==> src/rtl/fxp_avg_pkg.sv <==
// Shared types and constants for the fixed-point mean engine.
package fxp_avg_pkg;

  typedef enum logic [2:0] {
    IDLE,
    RD_N,
    ACC,
    DIV,
    WR,
    DONE
  } state_e;

  localparam int ROUND_TRUNC   = 0;
  localparam int ROUND_HALF_UP = 1;

  // Accumulator width: 255 words of 8*word_bytes bits always fit in 8 extra bits.
  function automatic int sum_w(input int word_bytes);
    return 8 * word_bytes + 8;
  endfunction

endpackage

==> src/rtl/fxp_restoring_div.sv <==
// Restoring divider: one quotient bit per cycle, DVD_W cycles from start_i to the final step.
module fxp_restoring_div #(
  parameter int DVD_W = 24
) (
  input  logic             clk,
  input  logic             rst_n,
  input  logic             start_i,
  input  logic [DVD_W-1:0] dividend_i,
  input  logic [7:0]       divisor_i,
  output logic             done_o,
  output logic [DVD_W-1:0] quotient_o
);

  localparam int CNT_W = $clog2(DVD_W + 1);

  logic [DVD_W-1:0] quo_q, quo_d;
  logic [7:0]       rem_q, rem_d;
  logic [7:0]       dvs_q, dvs_d;
  logic [CNT_W-1:0] cnt_q, cnt_d;
  logic [8:0]       shifted;
  logic signed [9:0] trial;

  always_comb begin
    quo_d   = quo_q;
    rem_d   = rem_q;
    dvs_d   = dvs_q;
    cnt_d   = cnt_q;
    shifted = {rem_q, quo_q[DVD_W-1]};
    trial   = $signed({1'b0, shifted}) - $signed({2'b00, dvs_q});
    // done_o marks the cycle whose closing edge produces the last quotient bit
    done_o  = (cnt_q == CNT_W'(1));
    if (start_i) begin
      quo_d = dividend_i;
      rem_d = '0;
      dvs_d = divisor_i;
      cnt_d = CNT_W'(DVD_W);
    end else if (cnt_q != '0) begin
      cnt_d = cnt_q - CNT_W'(1);
      if (trial < 0) begin
        rem_d = shifted[7:0];
        quo_d = {quo_q[DVD_W-2:0], 1'b0};
      end else begin
        rem_d = trial[7:0];
        quo_d = {quo_q[DVD_W-2:0], 1'b1};
      end
    end
  end

  always_ff @(posedge clk or negedge rst_n) begin
    if (!rst_n) begin
      quo_q <= '0;
      rem_q <= '0;
      dvs_q <= '0;
      cnt_q <= '0;
    end else begin
      quo_q <= quo_d;
      rem_q <= rem_d;
      dvs_q <= dvs_d;
      cnt_q <= cnt_d;
    end
  end

  assign quotient_o = quo_q;

endmodule

==> src/rtl/fxp_avg_engine.sv <==
// Mean of N big-endian fixed-point words held in byte memory; the result is written after the words.
module fxp_avg_engine
  import fxp_avg_pkg::*;
#(
  parameter int WORD_BYTES = 2,
  parameter int FRAC_BITS  = 8,
  parameter int ROUND_MODE = ROUND_TRUNC,
  parameter int ADDR_W     = 10,
  parameter int BASE_ADDR  = 0
) (
  input  logic              Clk,
  input  logic              Reset,
  input  logic              Start,
  output logic              Ack,
  output logic              Busy,
  output logic              Err,
  output logic [ADDR_W-1:0] MemAddr,
  input  logic [7:0]        MemRdData,
  output logic              MemWrEn,
  output logic [7:0]        MemWrData
);

  localparam int WORD_W = 8 * WORD_BYTES;
  localparam int SW     = sum_w(WORD_BYTES);
  localparam int BC_W   = (WORD_BYTES > 1) ? $clog2(WORD_BYTES) : 1;
  localparam logic [BC_W-1:0]   LAST_BYTE = BC_W'(WORD_BYTES - 1);
  localparam logic [ADDR_W-1:0] BASE      = ADDR_W'(BASE_ADDR);

  if (FRAC_BITS < 0 || FRAC_BITS > WORD_W || ROUND_MODE < 0 || ROUND_MODE > 1) begin : g_param_check
    $error("fxp_avg_engine: FRAC_BITS or ROUND_MODE out of range");
  end

  function automatic logic [SW-1:0] round_bias(input logic [7:0] n);
    return (ROUND_MODE == ROUND_HALF_UP) ? SW'(n >> 1) : '0;
  endfunction

  state_e            state_q, state_d;
  logic [7:0]        n_q, n_d;
  logic [7:0]        wcnt_q, wcnt_d;
  logic [BC_W-1:0]   byte_q, byte_d;
  logic [BC_W-1:0]   wbyte_q, wbyte_d;
  logic              phase_q, phase_d;
  logic [ADDR_W-1:0] ptr_q, ptr_d;
  logic [WORD_W-1:0] word_q, word_d;
  logic [SW-1:0]     sum_q, sum_d;
  logic              err_q, err_d;

  logic [WORD_W-1:0] next_word;
  logic [WORD_W-1:0] res_word;
  logic [SW-1:0]     dividend;
  logic [SW-1:0]     quotient;
  logic              div_start;
  logic              div_done;

  fxp_restoring_div #(
    .DVD_W(SW)
  ) u_div (
    .clk       (Clk),
    .rst_n     (Reset),
    .start_i   (div_start),
    .dividend_i(dividend),
    .divisor_i (n_q),
    .done_o    (div_done),
    .quotient_o(quotient)
  );

  always_comb begin
    state_d   = state_q;
    n_d       = n_q;
    wcnt_d    = wcnt_q;
    byte_d    = byte_q;
    wbyte_d   = wbyte_q;
    phase_d   = phase_q;
    ptr_d     = ptr_q;
    word_d    = word_q;
    sum_d     = sum_q;
    err_d     = err_q;
    div_start = 1'b0;
    MemAddr   = '0;
    MemWrEn   = 1'b0;
    MemWrData = '0;
    next_word = WORD_W'({word_q, MemRdData});
    res_word  = err_q ? '0 : WORD_W'(quotient);

    case (state_q)
      IDLE, DONE: begin
        if (Start) begin
          MemAddr = BASE;
          sum_d   = '0;
          err_d   = 1'b0;
          state_d = RD_N;
        end
      end
      RD_N: begin
        MemAddr = BASE;
        n_d     = MemRdData;
        wcnt_d  = '0;
        byte_d  = '0;
        wbyte_d = '0;
        phase_d = 1'b0;
        word_d  = '0;
        ptr_d   = BASE + ADDR_W'(1);
        if (MemRdData == 8'd0) begin
          err_d   = 1'b1;
          state_d = WR;
        end else begin
          state_d = ACC;
        end
      end
      // phase 0 presents the byte address, phase 1 captures the returned byte
      ACC: begin
        MemAddr = ptr_q;
        phase_d = ~phase_q;
        if (phase_q) begin
          ptr_d  = ptr_q + ADDR_W'(1);
          word_d = next_word;
          if (byte_q == LAST_BYTE) begin
            byte_d = '0;
            sum_d  = sum_q + SW'(next_word);
            wcnt_d = wcnt_q + 8'd1;
            if (wcnt_q == n_q - 8'd1) begin
              div_start = 1'b1;
              state_d   = DIV;
            end
          end else begin
            byte_d = byte_q + BC_W'(1);
          end
        end
      end
      DIV: begin
        MemAddr = ptr_q;
        if (div_done) state_d = WR;
      end
      WR: begin
        MemAddr   = ptr_q;
        MemWrEn   = 1'b1;
        MemWrData = 8'(res_word >> (int'(WORD_W - 8) - 8 * int'(wbyte_q)));
        ptr_d     = ptr_q + ADDR_W'(1);
        if (wbyte_q == LAST_BYTE) begin
          state_d = DONE;
        end else begin
          wbyte_d = wbyte_q + BC_W'(1);
        end
      end
      default: state_d = IDLE;
    endcase

    dividend = sum_d + round_bias(n_q);
  end

  always_ff @(posedge Clk or negedge Reset) begin
    if (!Reset) begin
      state_q <= IDLE;
      n_q     <= '0;
      wcnt_q  <= '0;
      byte_q  <= '0;
      wbyte_q <= '0;
      phase_q <= 1'b0;
      ptr_q   <= '0;
      word_q  <= '0;
      sum_q   <= '0;
      err_q   <= 1'b0;
    end else begin
      state_q <= state_d;
      n_q     <= n_d;
      wcnt_q  <= wcnt_d;
      byte_q  <= byte_d;
      wbyte_q <= wbyte_d;
      phase_q <= phase_d;
      ptr_q   <= ptr_d;
      word_q  <= word_d;
      sum_q   <= sum_d;
      err_q   <= err_d;
    end
  end

  assign Ack  = (state_q == DONE);
  assign Busy = (state_q != IDLE) && (state_q != DONE);
  assign Err  = err_q;

endmodule

==> config.mk <==
export PLATFORM = sky130hd
export DESIGN_NAME = fxp_avg_engine
export DESIGN_NICKNAME = d
export VERILOG_FILES = /design/src/rtl/fxp_avg_pkg.sv /design/src/rtl/fxp_restoring_div.sv /design/src/rtl/fxp_avg_engine.sv
export SDC_FILE = /design/constraint.sdc
export NUM_CORES = 1
export LEC_CHECK = 0
export ABC_AREA = 1
export CAP_MARGIN = 5
export CORE_MARGIN = 5
export CORE_UTILIZATION = 55
export DETAILED_ROUTE_END_ITERATION = 10
export GPL_ROUTABILITY_DRIVEN = 0
export PLACE_DENSITY = 0.73
export SLEW_MARGIN = 20
export SYNTH_ARGS = -nofsm -noshare
export SYNTH_HDL_FRONTEND = slang
export SYNTH_SLANG_ARGS = --single-unit
export TNS_END_PERCENT = 5
==> constraint.sdc <==
create_clock -name Clk -period 5.93 [get_ports Clk]
set_clock_uncertainty 0.2 [all_clocks]
set_input_delay 0.593 -clock Clk [delete_from_list [all_inputs] [get_ports Clk]]
set_output_delay 0.593 -clock Clk [all_outputs]
set_load 0.05 [all_outputs]
; Word level (Yosys, flattened, before mapping)
; Cells that the tools add are included.
[word_totals]
reg_bits = 110
output_inout_bits = 22
elab_cells = 102
[op_classes]
add_sub_neg = 9
n_lt_le_gt_ge = 1
n_eq_ne = 15
n_shift = 1
n_mux = 44
bitwise_logic = 1
n_reduce_logical = 17
[op_table]
columns = cell, n
row1 = $mux 24, 5
row2 = $mux 8, 7
row3 = $pmux 24 s2, 1
row4 = $pmux 8 s2, 2
row5 = $shr 16x32->8, 1
row6 = $pmux 10 s3, 1
row7 = $add 24x16->24, 1
row8 = $mux 3, 7
row9 = $mux 10, 2
row10 = $mux 16, 1
row11 = $pmux 3 s5, 1
row12 = $ne 2x2->1 const B, 7
row13 = $mux 1, 11
row14 = $add 10x1->10 const B, 1
row15 = $lt 10x1->1 const B, 1
row16 = $mux 5, 2
row17 = $sub 9x8->10, 1
row18 = $add 8x1->8 const B, 1
row19 = $eq 8x8->1, 1
row20 = $logic_not 8->1, 1
row21 = $pmux 1 s2, 4
row22 = $reduce_bool 2->1, 4
row23 = $sub 8x1->8 const B, 1
row24 = $eq 3x2->1 const B, 2
row25 = other kinds (17), 22

; Depth between registers and ports, before layout
; Gate-level depths: netlist of run 1.
[logic_depth]
depth_word = 7
mapped_depth = 16
mapped_depth_nobuf = 16

; By module
; From an unflattened synthesis of run 1, not the netlist that was laid out.
[unflattened]
hier_cells = 956
hier_area_um2 = 7058.0
[modules_own_cells]
columns = module, n_inst, cells_each, area_each_um2
row1 = fxp_avg_engine, 1, 659, 4586.9
row2 = fxp_restoring_div, 1, 297, 2471.1

; Worst setup path after synthesis of run 1
; No wires, ideal clock.
[synth_path]
path_kind = reg-to-output
start = register state_q[1]
end = output port MemWrData[0]
arrival_ps = 2069
slack_ps = 3068
stages_incl_launch_ff = 6
path_cell_list = dfrtp_1 inv_1 nand3_1 inv_1 nand2_1 a21oi_1
[synth_between]
elab_chain_len = 2
[synth_rtl]
columns = item, line
row1 = "start, declared", fxp_avg_engine.sv:37  ; state_e state_q, state_d;
row2 = "start signal, assigned", fxp_avg_engine.sv:164  ; state_q <= state_d;
row3 = $eq 3x3->1, fxp_avg_engine.sv:85  ; case (state_q)
row4 = $mux 8, fxp_avg_engine.sv:85
row5 = "end, declared", fxp_avg_engine.sv:20  ; output logic [7:0] MemWrData
; No other way between the ends.

; Worst setup path in the final report of run 1
[layout_path]
start = register state_q[2]
end = output port MemAddr[1]
[layout_between]
elab_chain_len = 3
[layout_rtl]
columns = item, line
row1 = $eq 3x3->1 / $eq 3x2->1 (equally long branches), fxp_avg_engine.sv:85
row2 = $reduce_or 3->1 (no source line) (*), n/a
row3 = $mux 10 (*), n/a
row4 = "end, declared", fxp_avg_engine.sv:17  ; output logic [ADDR_W-1:0] MemAddr,
; Every way passes the cells marked *; elsewhere a longest branch is shown, timed or not.

==> results of run 1 <==
stage by stage:
stage,util [%],instance area [µm²],setup WS [ns],total power [W]
global placement,59.9,7590,2.60,0.00308
CTS,62.4,7910,2.09,0.00378
detailed placement,59.9,7590,2.50,0.00311
global route,62.4,7910,1.85,0.00410
finish,62.4,7910,2.09,0.00378
floorplan,-,7150,3.07,0.00261
final cells by class:
| type | count | area share [%] |
|---|---|---|
| clock inverters | 7 | 1.15 |
| repair buffers | 37 | 4.49 |
| flip-flops and latches | 110 | 34.8 |
| inverters | 139 | 6.59 |
| well taps | 172 | 2.72 |
| clock buffers | 9 | 2.85 |
| multi-input cells | 765 | 47.4 |
cell usage in the layout, fill, tap and decap left out, types with 9 or more instances in the layout:
| cell type | Yosys | routed |
|---|---|---|
| nand2_1 | 378 | 378 |
| dfrtp_1 | 110 | 110 |
| ha_1 | 30 | 30 |
| xor2_1 | 9 | 9 |
| nand3_1 | 111 | 111 |
| inv_1 | 129 | 129 |
| a21oi_1 | 42 | 42 |
| o21ai_0 | 50 | 49 |
| nand4_1 | 10 | 10 |
| clkdlybuf4s50_1 | 0 | 31 |
| nor3_1 | 18 | 18 |
| clkbuf_16 | 0 | 9 |
| nor2_1 | 61 | 61 |
logic make-up after synthesis:
kind of cell | count (synthesis)
AND/OR/NAND/NOR | 600
buffers and inverters | 163
AO/OA/AOI/OAI | 116
flip-flops | 110
adder cells (fa/ha/maj) | 32
XOR/XNOR | 17
per-layer routing:
layer | global-route usage [%] | vias up | routed length (µm)
li1 | - | 3371 | -
met1 | 34.5 | 3123 | 8570
met2 | 40.6 | 173 | 8570
met3 | 5.00 | 32 | 906
met4 | 9.03 | 0 | 493
met5 | 0 | - | 0
report_power, final:
part	internal, W	switching, W	total, W
registers	0.00100	0.000234	0.00124
clock network	0.000338	0.000308	0.000646
logic	0.000629	0.00126	0.00189
total	0.00197	0.00181	0.00378
final timing paths:
path	from	endpoint	slack, ns
max	state_q[2]	MemAddr[1]	2.09
min	Reset	wcnt_q[3]	0.006
max reg2reg	u_div.cnt_q[0]	u_div.quotient_o[4]	2.82
min reg2reg	u_div.rem_q[7]	u_div.rem_q[7]	0.29
max in group asynchronous	Reset	sum_q[14]	4.22
min in group Clk	u_div.rem_q[7]	u_div.rem_q[7]	0.29
worst register-to-register path, cell delays in order (launching register included):
cell,delay (ns)
dfrtp_1,0.39
inv_1,0.13
ha_1,0.17
inv_1,0.04
nor3_1,0.17
buf_4,0.22
clkinv_1,0.52
nor2_2,0.96
nand2_1,0.13
nand3_1,0.13
sequential cells by signal, indices dropped and copies added, names as in the netlist, 3 cells and up:
signal / flops
u_div.dvs_q: 8
u_div.rem_q: 8
word_q: 8
wcnt_q: 8
sum_q: 24
u_div.quotient_o: 24
n_q: 8
ptr_q: 10
state_q: 3
u_div.cnt_q: 5
==> summary.md, run 1 <==
| Metric | Value |
|---|---|
| Cts hold-fix bufs | `0` |
| Worst-path clk slew | `around 0.080 ns` |
| Die width | `between 100 and 150 µm` |
| First-pass GRT wire length | `30600 µm` |
| Post-DP HPWL | `roughly 14000 µm` |
| Hold WS | `0.00553 ns` |
| Post-Syn Area | `just over 0.007 mm²` |
| I/O Buffers | `32` |
| Critical Path Sink Type | `output pin` |
| Tcrit/Tclk final | `~65%` |
| Outcome | `complete, no violations` |
| Post-Synth Simple-Gate Area | `~36%` |
| Main combinational cell family by area after synthesis | `simple AND/OR/NAND/NOR gates` |
| Post-Layout Cell Count | `about 1200` |
| Synth top area share | `roughly two fifths` |
| Max-Cap Viols | `0` |
| Post-synthesis adder-cell area fraction | `about 5.8%` |
| # setup viols final | `0` |
| Compound-gate portion of the synthesized area | `slightly below 9%` |
| Top cells by area, synth | `dfrtp_1 39%, nand2_1 20%, nand3_1 7.8%` |
| Critical path fanouts, max | `15` |
| DR pass1 iterations | `5` |
| Yosys warns | `0` |
| Pwr dens | `between 400 and 500 mW/mm²` |
| Avg Cell Area, Syn | `just under 7 µm²` |
| Post-synth EDFFs | `0` |
| Actual slew at the worst max-slew pin | `0.971 ns` |
| H-tree Lvls | `3` |
| ANT nets after route | `0` |
| Post-Synth XOR/XNOR Area | `about 2.1%` |
| FF-to-FF path depth | `9` |
| WP depth | `10` |
| Syn nets | `around 1100` |
| Total gr overflow | `0` |
| Final TNS setup | `0 ns` |
| Post-synthesis mux area share | `0%` |
| Total track usage | `about a quarter` |
| Initial Util | `between 50% and 60%` |
| Largest stage delay, worst path | `about 0.8 ns` |
| Max Clk Rate | `around 0.26 GHz` |
| #FFs+latches synth | `110` |
| CTS max path bufs | `2` |
| CP max stage cell | `clkdlybuf4s50_1` |
| Die footprint | `between 0.015 and 0.02 mm²` |
| Peak supply drop | `0.000198 V` |
| Area of the core | `0.0127 mm²` |
| Multi-input logic area | `around 0.0037 mm²` |
| Filler cells | `about 1200` |
| Layout cell share with drive strength beyond 1 | `3.66%` |
| Minimum clock period | `between 3 and 4 ns` |
| Leak pwr | `4.06 nW` |
| Hold Violations, Final | `0` |
| IO Pins | `33` |
| RSZ-0062 raised after global routing | `false` |
| Largest net degree at the start of global routing | `70` |
| Family with the most delay on the worst path | `simple AND/OR/NAND/NOR gates` |
| Placed instance count | `between 1000 and 1500` |
| Total clock sinks | `110` |
| List of most frequent post-synthesis cells | `378 x nand2_1, 129 x inv_1, 111 x nand3_1` |
| CTS Buf Count | `9` |
| Seq/Total Area, Yosys | `38.5%` |
| Worst EP required | `a little over 5 ns` |
| Root Driver | `clkbuf_16` |
| CTS tree | `done` |
| Via count | `between 6000 and 7000` |
| WS Path Type | `reg -> out` |
| Relative max-transition margin | `between 30% and 40%` |
| Via-per-instance ratio | `about 5.4` |
| Initial antenna violation count | `0` |
| Most common cell on crit path | `nand2_1` |
| Layout area overhead | `10.7%` |
| Iteration-0 DRC Markers | `536` |
| Hold crit path type | `in -> async` |
| Post-synthesis cell count | `between 1000 and 1500` |
| Number of inserted diodes | `0` |
| Die height | `~120 µm` |
| Synth Flop Type | `dfrtp_1` |
| Most common cell in the synthesized netlist | `nand2_1` |
| Row count | `41` |
| Vias in the first global route | `6214` |
| Register area | `around 0.0028 mm²` |
| Synth area leader | `dfrtp_1` |
| Async set-reset flop share out of synthesis | `100%` |
| DRC errors left | `0` |
| Critical-path cell list | `inv_2, nand2_2, inv_2, nand2_1, nand2_1, inv_1, nand2_1, nand2_1, inv_1, clkdlybuf4s50_1` |
| Cell variety after synth | `42` |
| Worst-Skew Late Latency | `0.36 ns` |
| Nets | `1105` |
| Worst EP arrival | `roughly 3.0 ns` |
| Max Slew Vio Count | `0` |
| CP Launch Type | `register` |
| DR WL/cell | `~15 µm` |
| CP Buf/Inv Count | `5` |
| Resized Gates After CTS | `0` |
| Total Wirelength | `18500 µm` |
| Post-CTS Setup Bufs | `0` |
Power figures use the tool's default switching activity.
==> run 2, diff against run 1 <==
- PLACE_DENSITY: 0.73 -> 0.76
- clock period: 5.93 -> 3.3 ns (I/O delays scaled with it)
==> run 2 against run 1 <==
First-iteration DRC count shrank 6.2%. Clock power grew 78%. Clock-buffer cell count rose by 2. Register-to-register slack got worse by 2.2 ns. Combinational power grew 78%. Largest cell class unchanged.
==> summary.md, run 2 (synthesis gave the netlist of run 1 again) <==
| Metric | Value |
|---|---|
| DRC errors left | `0` |
| Comb power frac | `between 40 and 50%` |
| Utilization after layout | `approximately 63%` |
| Reg-to-reg slack, setup | `around 0.58 ns` |
| Sw Share | `47.0%` |
| DR WL/cell | `approximately 15 µm` |
| Peak supply drop | `about 0.0004 V` |
| Critical Path Sink Type | `output pin` |
| Worst Hold End | `u_div.rem_q[7]` |
| Max-Cap Viols | `0` |
| H-tree Lvls | `3` |
| CTS max path bufs | `2` |
| Hold crit path type | `reg -> reg` |
| Most common cell on crit path | `inv_1` |
| Reg2reg end | `u_div.quotient_o[20]` |
| Tcrit/Tclk final | `a little over 90%` |
| WS Path Type | `reg -> out` |
| CP max stage cell | `clkdlybuf4s50_1` |
| Max Slew Vio Count | `0` |
| Placed instance count | `around 1200` |
| Nets | `~1100` |
| Via-per-instance ratio | `5.31` |
| Layout area overhead | `11.2%` |
| Worst-path clk slew | `0.08 ns` |
| Row count | `41` |
| ANT nets after route | `0` |
| Root Driver | `clkbuf_16` |
| Final TNS setup | `0 ns` |
| Area of the core | `between 0.01 and 0.015 mm²` |
| DR pass1 iterations | `5` |
| Total track usage | `25.4%` |
| Number of inserted diodes | `0` |
| Worst-Skew Late Latency | `approximately 0.36 ns` |
| Internal | `around 0.0036 W` |
| Iteration-0 DRC Markers | `between 500 and 600` |
| Worst EP required | `around 2.8 ns` |
| Vias in the first global route | `a little over 6000` |
| Most frequent cells in the layout | `378 x nand2_1, 129 x inv_1, 111 x nand3_1` |
| Hold Violations, Final | `0` |
| Largest stage delay, worst path | `0.83 ns` |
| Grt met1 use | `between 30 and 40%` |
| First-pass GRT wire length | `between 30000 and 40000 µm` |
| Filler cells | `about 1200` |
| Layout cell share with drive strength beyond 1 | `just over 5%` |
| Hold path cells | `2` |
| Final WS setup | `around 0.25 ns` |
| Die width | `between 100 and 150 µm` |
| CTS tree | `done` |
| Total gr overflow | `0` |
| Relative max-transition margin | `37.7%` |
| I/O Buffers | `32` |
| Initial Util | `a little under three fifths` |
| Total clock sinks | `110` |
| CP Launch Type | `register` |
| Die footprint | `about 0.015 mm²` |
| Outcome | `complete, no violations` |
| Gr busiest metal | `met2` |
| Die height | `between 100 and 150 µm` |
| Met3 usage | `4.95%` |
| Post-Layout Cell Count | `around 1200` |
| Hold WS | `roughly 0.28 ns` |
| Net Sw Power | `0.00317 W` |
| Pwr dens | `around 850 mW/mm²` |
| Critical-path cell list | `inv_1, nand3_1, inv_1, nand2_1, a21oi_1, clkdlybuf4s50_1` |
| Post-DP HPWL | `13800 µm` |
| Max Clk Rate | `approximately 0.33 GHz` |
| Flop pwr share | `roughly a third` |
| RSZ-0062 raised after global routing | `false` |
| Largest net degree at the start of global routing | `57` |
| Resized Gates After CTS | `0` |
| Post-Place Worst Slack | `about 0.41 ns` |
| CTS Buf Count | `9` |
| Via count | `approximately 6600` |
| Worst EP arrival | `~2.5 ns` |
| Min-delay src | `u_div.rem_q[7]` |
| Leak pwr | `just over 4 nW` |
| Initial antenna violation count | `0` |
| Met2 Resource Use GR | `42.4%` |
| # setup viols final | `0` |
| Actual slew at the worst max-slew pin | `about 0.93 ns` |
| Clk pwr share | `17.0%` |
| Total Wirelength | `18100 µm` |
| IO Pins | `33` |
| Commonest non-fill, non-tap cell in the layout | `nand2_1` |
| Reg2reg start | `n_q[0]` |
| Critical path fanouts, max | `8` |
| FF-to-FF path depth | `12` |
| Minimum clock period | `between 3 and 4 ns` |
[run 2: cell count changes in the layout (fill, tap and decap cells not counted)]
| cell | before | now |
|---|---|---|
| buf_12 | 0 | 1 |
| clkbuf_8 | 0 | 2 |
| dlygate4sd3_1 | 0 | 1 |
| clkinv_4 | 2 | 0 |
| buf_4 | 6 | 21 |
| clkinv_2 | 0 | 2 |
| clkdlybuf4s50_1 | 31 | 21 |
| clkinv_8 | 1 | 0 |
| inv_8 | 1 | 0 |
[run 2: layout make-up]
type                       count  area [µm²]  area share [%]
tap                          172         215            2.71
sequential                   110        2750            34.6
multi-input combinational    765        3750            47.2
clock buffer                  11         253            3.18
inverter                     139         522            6.57
timing repair buffer          44         398            5.01
clock inverter                 5        56.3           0.709
[run 2: worst max-delay path, delay by kind of cell, from the launching register on]
kind                   cells  cell delay (ns)
DFF                        1             0.41
and+or+nand+nor            2             0.42
AOI/OAI and AO/OA          1             0.23
buffers and inverters      3             1.11
[run 2: worst max-delay path by stage]
| stage | cells past startpoint | slack [ns] | to | start |
|---|---|---|---|---|
| 2_1_floorplan | 5 | 0.70 | MemWrData[0] | state_q[1] |
| 3_3_place_gp | 16 | 0.46 | u_div.quotient_o[20] | MemRdData[0] |
| 3_5_place_dp | 16 | 0.41 | u_div.quotient_o[16] | MemRdData[0] |
| 4_1_cts | 6 | 0.23 | MemWrData[5] | state_q[1] |
| 5_1_grt | 6 | 0.09 | MemWrData[2] | state_q[1] |
| 6_report | 6 | 0.25 | MemWrData[5] | state_q[1] |
[run 2: metrics by stage]
stage / total power, W / area, µm²
after CTS: 0.00677 / 7950
final: 0.00674 / 7950
after floorplan: 0.00469 / 7150
after detailed placement: 0.00559 / 7630
after global placement: 0.00553 / 7630
after global routing: 0.00732 / 7950
[run 2: what timing repair did]
| action | CTS | global route |
|---|---|---|
| buffers inserted | 0 | 0 |
| hold buffers | 1 | 0 |
| hold endpoints to repair | 55 | 0 |
[run 2: power groups by stage]
stage	registers [W]	logic [W]	clock network [W]
final	0.00223	0.00336	0.00115
after global routing	0.00228	0.00382	0.00122
after CTS	0.00222	0.00337	0.00118
after detailed placement	0.00223	0.00336	0
after global placement	0.00223	0.00330	0
after floorplan	0.00208	0.00260	0
[run 2: per-layer routing]
metal  share of wire (%)  vias up  wire length, µm
li1                    -     3380                -
met1                  44     3047             7970
met2                  48      158             8760
met3                 4.4       35              787
met4                 3.1        0              568
met5                   0        -                0
==> run 3, diff against run 2 <==
- CAP_MARGIN: 5 -> 10
- CTS_CLUSTER_SIZE: unset -> 16
- PLACE_DENSITY: 0.76 -> 0.8
==> run 3 against run 2 <==
Die area did not move. Non-clock buffer count did not move. Utilization barely moved. Sequential share of layout area barely moved. First-iteration DRC count rose by 14%. Final cell count barely moved. Combinational power barely moved. Critical path depth did not move. Largest power group unchanged.
==> summary.md, run 3 (synthesis gave the netlist of run 1 again) <==
| Metric | Value |
|---|---|
| CP Launch Type | `register` |
| Worst-path clk slew | `about 0.07 ns` |
| ANT nets after route | `0` |
| Layout area overhead | `11.1%` |
| Hold crit path type | `reg -> reg` |
| Initial antenna violation count | `0` |
| Final TNS setup | `0 ns` |
| Root Driver | `clkbuf_16` |
| Minimum clock period | `a little over 3 ns` |
| H-tree Lvls | `3` |
| Net Sw Power | `roughly 0.0032 W` |
| Post-CTS Setup Bufs | `0` |
| Comb power frac | `about 50%` |
| Worst Hold End | `u_div.rem_q[7]` |
| Final WS setup | `0.205 ns` |
| Via count | `6846` |
| I/O Buffers | `32` |
| Metal3 WL | `approximately 1300 µm` |
| Critical-path cell list | `inv_1, nand3_1, inv_1, nand2_1, a21oi_1, clkdlybuf4s50_1` |
| Outcome | `complete, no violations` |
| DRC errors left | `0` |
| Max Slew Vio Count | `0` |
| Sw Share | `around 47%` |
| Max layer used | `met4` |
| RSZ-0062 raised after global routing | `false` |
| Row count | `41` |
| Met2 wire len | `~8400 µm` |
| Critical path fanouts, max | `8` |
| CTS max path bufs | `2` |
| Worst EP arrival | `~2.6 ns` |
| First-pass GRT wire length | `slightly above 30000 µm` |
| # setup viols final | `0` |
| Reg2reg end | `u_div.quotient_o[12]` |
| Iteration-0 DRC Markers | `572` |
| Min-delay src | `u_div.rem_q[7]` |
| Metal-1 WL | `roughly 7900 µm` |
| DR WL/cell | `14.7 µm` |
| Actual slew at the worst max-slew pin | `0.951 ns` |
| Die width | `about 120 µm` |
| Peak supply drop | `~0.00035 V` |
| Largest stage delay, worst path | `0.85 ns` |
| Total track usage | `between 20% and 30%` |
| Initial Util | `between 50% and 60%` |
| Most frequent cells in the layout | `378 x nand2_1, 129 x inv_1, 111 x nand3_1` |
| Pwr dens | `between 800 and 900 mW/mm²` |
| Critical Path Sink Type | `output pin` |
| Filler cells | `1146` |
| Reg-to-reg slack, setup | `0.55 ns` |
| IO Pins | `33` |
| CP max stage cell | `clkdlybuf4s50_1` |
| Largest net degree at the start of global routing | `between 60 and 70` |
| Reg2reg start | `state_q[2]` |
| Hold WS | `~0.28 ns` |
| Max Clk Rate | `0.323 GHz` |
| Tcrit/Tclk final | `between 90% and 100%` |
| Number of inserted diodes | `0` |
| Max-Cap Viols | `0` |
| CTS tree | `done` |
| Hold path cells | `2` |
| Total Wirelength | `between 15000 and 20000 µm` |
| Area of the core | `~0.013 mm²` |
| FF-to-FF path depth | `11` |
| Flop pwr share | `around a third` |
| Die height | `around 120 µm` |
| Commonest non-fill, non-tap cell in the layout | `nand2_1` |
| Most common cell on crit path | `inv_1` |
| Worst EP required | `about 2.8 ns` |
| Vias in the first global route | `6420` |
| CTS Buf Count | `9` |
| Via-per-instance ratio | `5.50` |
| Die footprint | `roughly 0.015 mm²` |
| DR pass1 iterations | `5` |
| Hold Violations, Final | `0` |
| Post-Place Worst Slack | `roughly 0.43 ns` |
| Clk pwr share | `between 10% and 20%` |
| Internal | `around 0.0036 W` |
| Total clock sinks | `110` |
| Layout cell share with drive strength beyond 1 | `just under 5%` |
| Relative max-transition margin | `36.5%` |
| Total gr overflow | `0` |
| Nets | `1112` |
| Leak pwr | `between 4 and 5 nW` |
| WS Path Type | `reg -> out` |
| Post-DP HPWL | `approximately 14000 µm` |
| Register area | `approximately 0.0028 mm²` |
| Multi-input logic area | `0.00375 mm²` |
| Worst-Skew Late Latency | `around 0.36 ns` |
-- run 3: changes by cell type in the layout (fill, tap and decap cells not counted), sizes merged --
cell / delta
buf: -1
clkbuf: +1
inv: -1
clkinvlp: -1
dlymetal6s2s: +1
-- run 3: metal layers --
layer  vias to the layer above  GRT usage, %
li1                       3390             -
met1                      3138          34.1
met2                       255          41.4
met3                        63          4.36
met4                         0          12.0
met5                         -             0
-- run 3: per-stage QoR --
| stage | instance area, µm² | instances | power (W) | utilization, % |
|---|---|---|---|---|
| finish | 7940 | 1245 | 0.00674 | 62.7 |
| global route | 7940 | 1245 | 0.00733 | 62.7 |
| CTS | 7940 | 1245 | 0.00674 | 62.7 |
| detailed placement | 7630 | 1229 | 0.00559 | 60.2 |
| global placement | 7630 | 1229 | 0.00551 | 60.2 |
| floorplan | 7150 | 1038 | 0.00469 | - |
-- run 3: layout make-up --
type	count	share of cell area, %
inverters	139	6.57
clock inverters	3	0.551
repair buffers	44	5.07
well taps	172	2.71
clock buffers	12	3.23
multi-input cells	765	47.2
flip-flops and latches	110	34.7
-- run 3: power groups by stage --
stage	clock (W)	sequential (W)	combinational, W
detailed placement	0	0.00224	0.00335
global placement	0	0.00223	0.00328
CTS	0.00114	0.00223	0.00337
global route	0.00119	0.00229	0.00385
floorplan	0	0.00208	0.00260
finish	0.00111	0.00224	0.00338
-- run 3: critical path: cells and delay by family, from the launching register on --
family                 cells  cell delay (ns)
AO/OA/AOI/OAI              1             0.28
flip-flops                 1             0.42
AND/OR/NAND/NOR            2             0.38
buffers and inverters      3             1.12
-- run 3: worst max path at each step --
stage / start / cells after the start / end / slack (ns)
6_report: state_q[1] / 6 / MemWrData[5] / 0.20
2_1_floorplan: state_q[1] / 5 / MemWrData[0] / 0.70
3_3_place_gp: MemRdData[0] / 16 / u_div.quotient_o[20] / 0.51
5_1_grt: state_q[1] / 6 / MemWrData[7] / 0.04
4_1_cts: state_q[1] / 8 / MemAddr[0] / 0.18
3_5_place_dp: MemRdData[0] / 16 / u_div.quotient_o[20] / 0.43
-- run 3: what timing repair did --
| item | 4_1_cts | 5_1_grt |
|---|---|---|
| hold buffers | 1 | 0 |
| setup endpoints to repair | 0 | 1 |
| hold endpoints to repair | 48 | 0 |
| gates resized for setup | 0 | 1 |
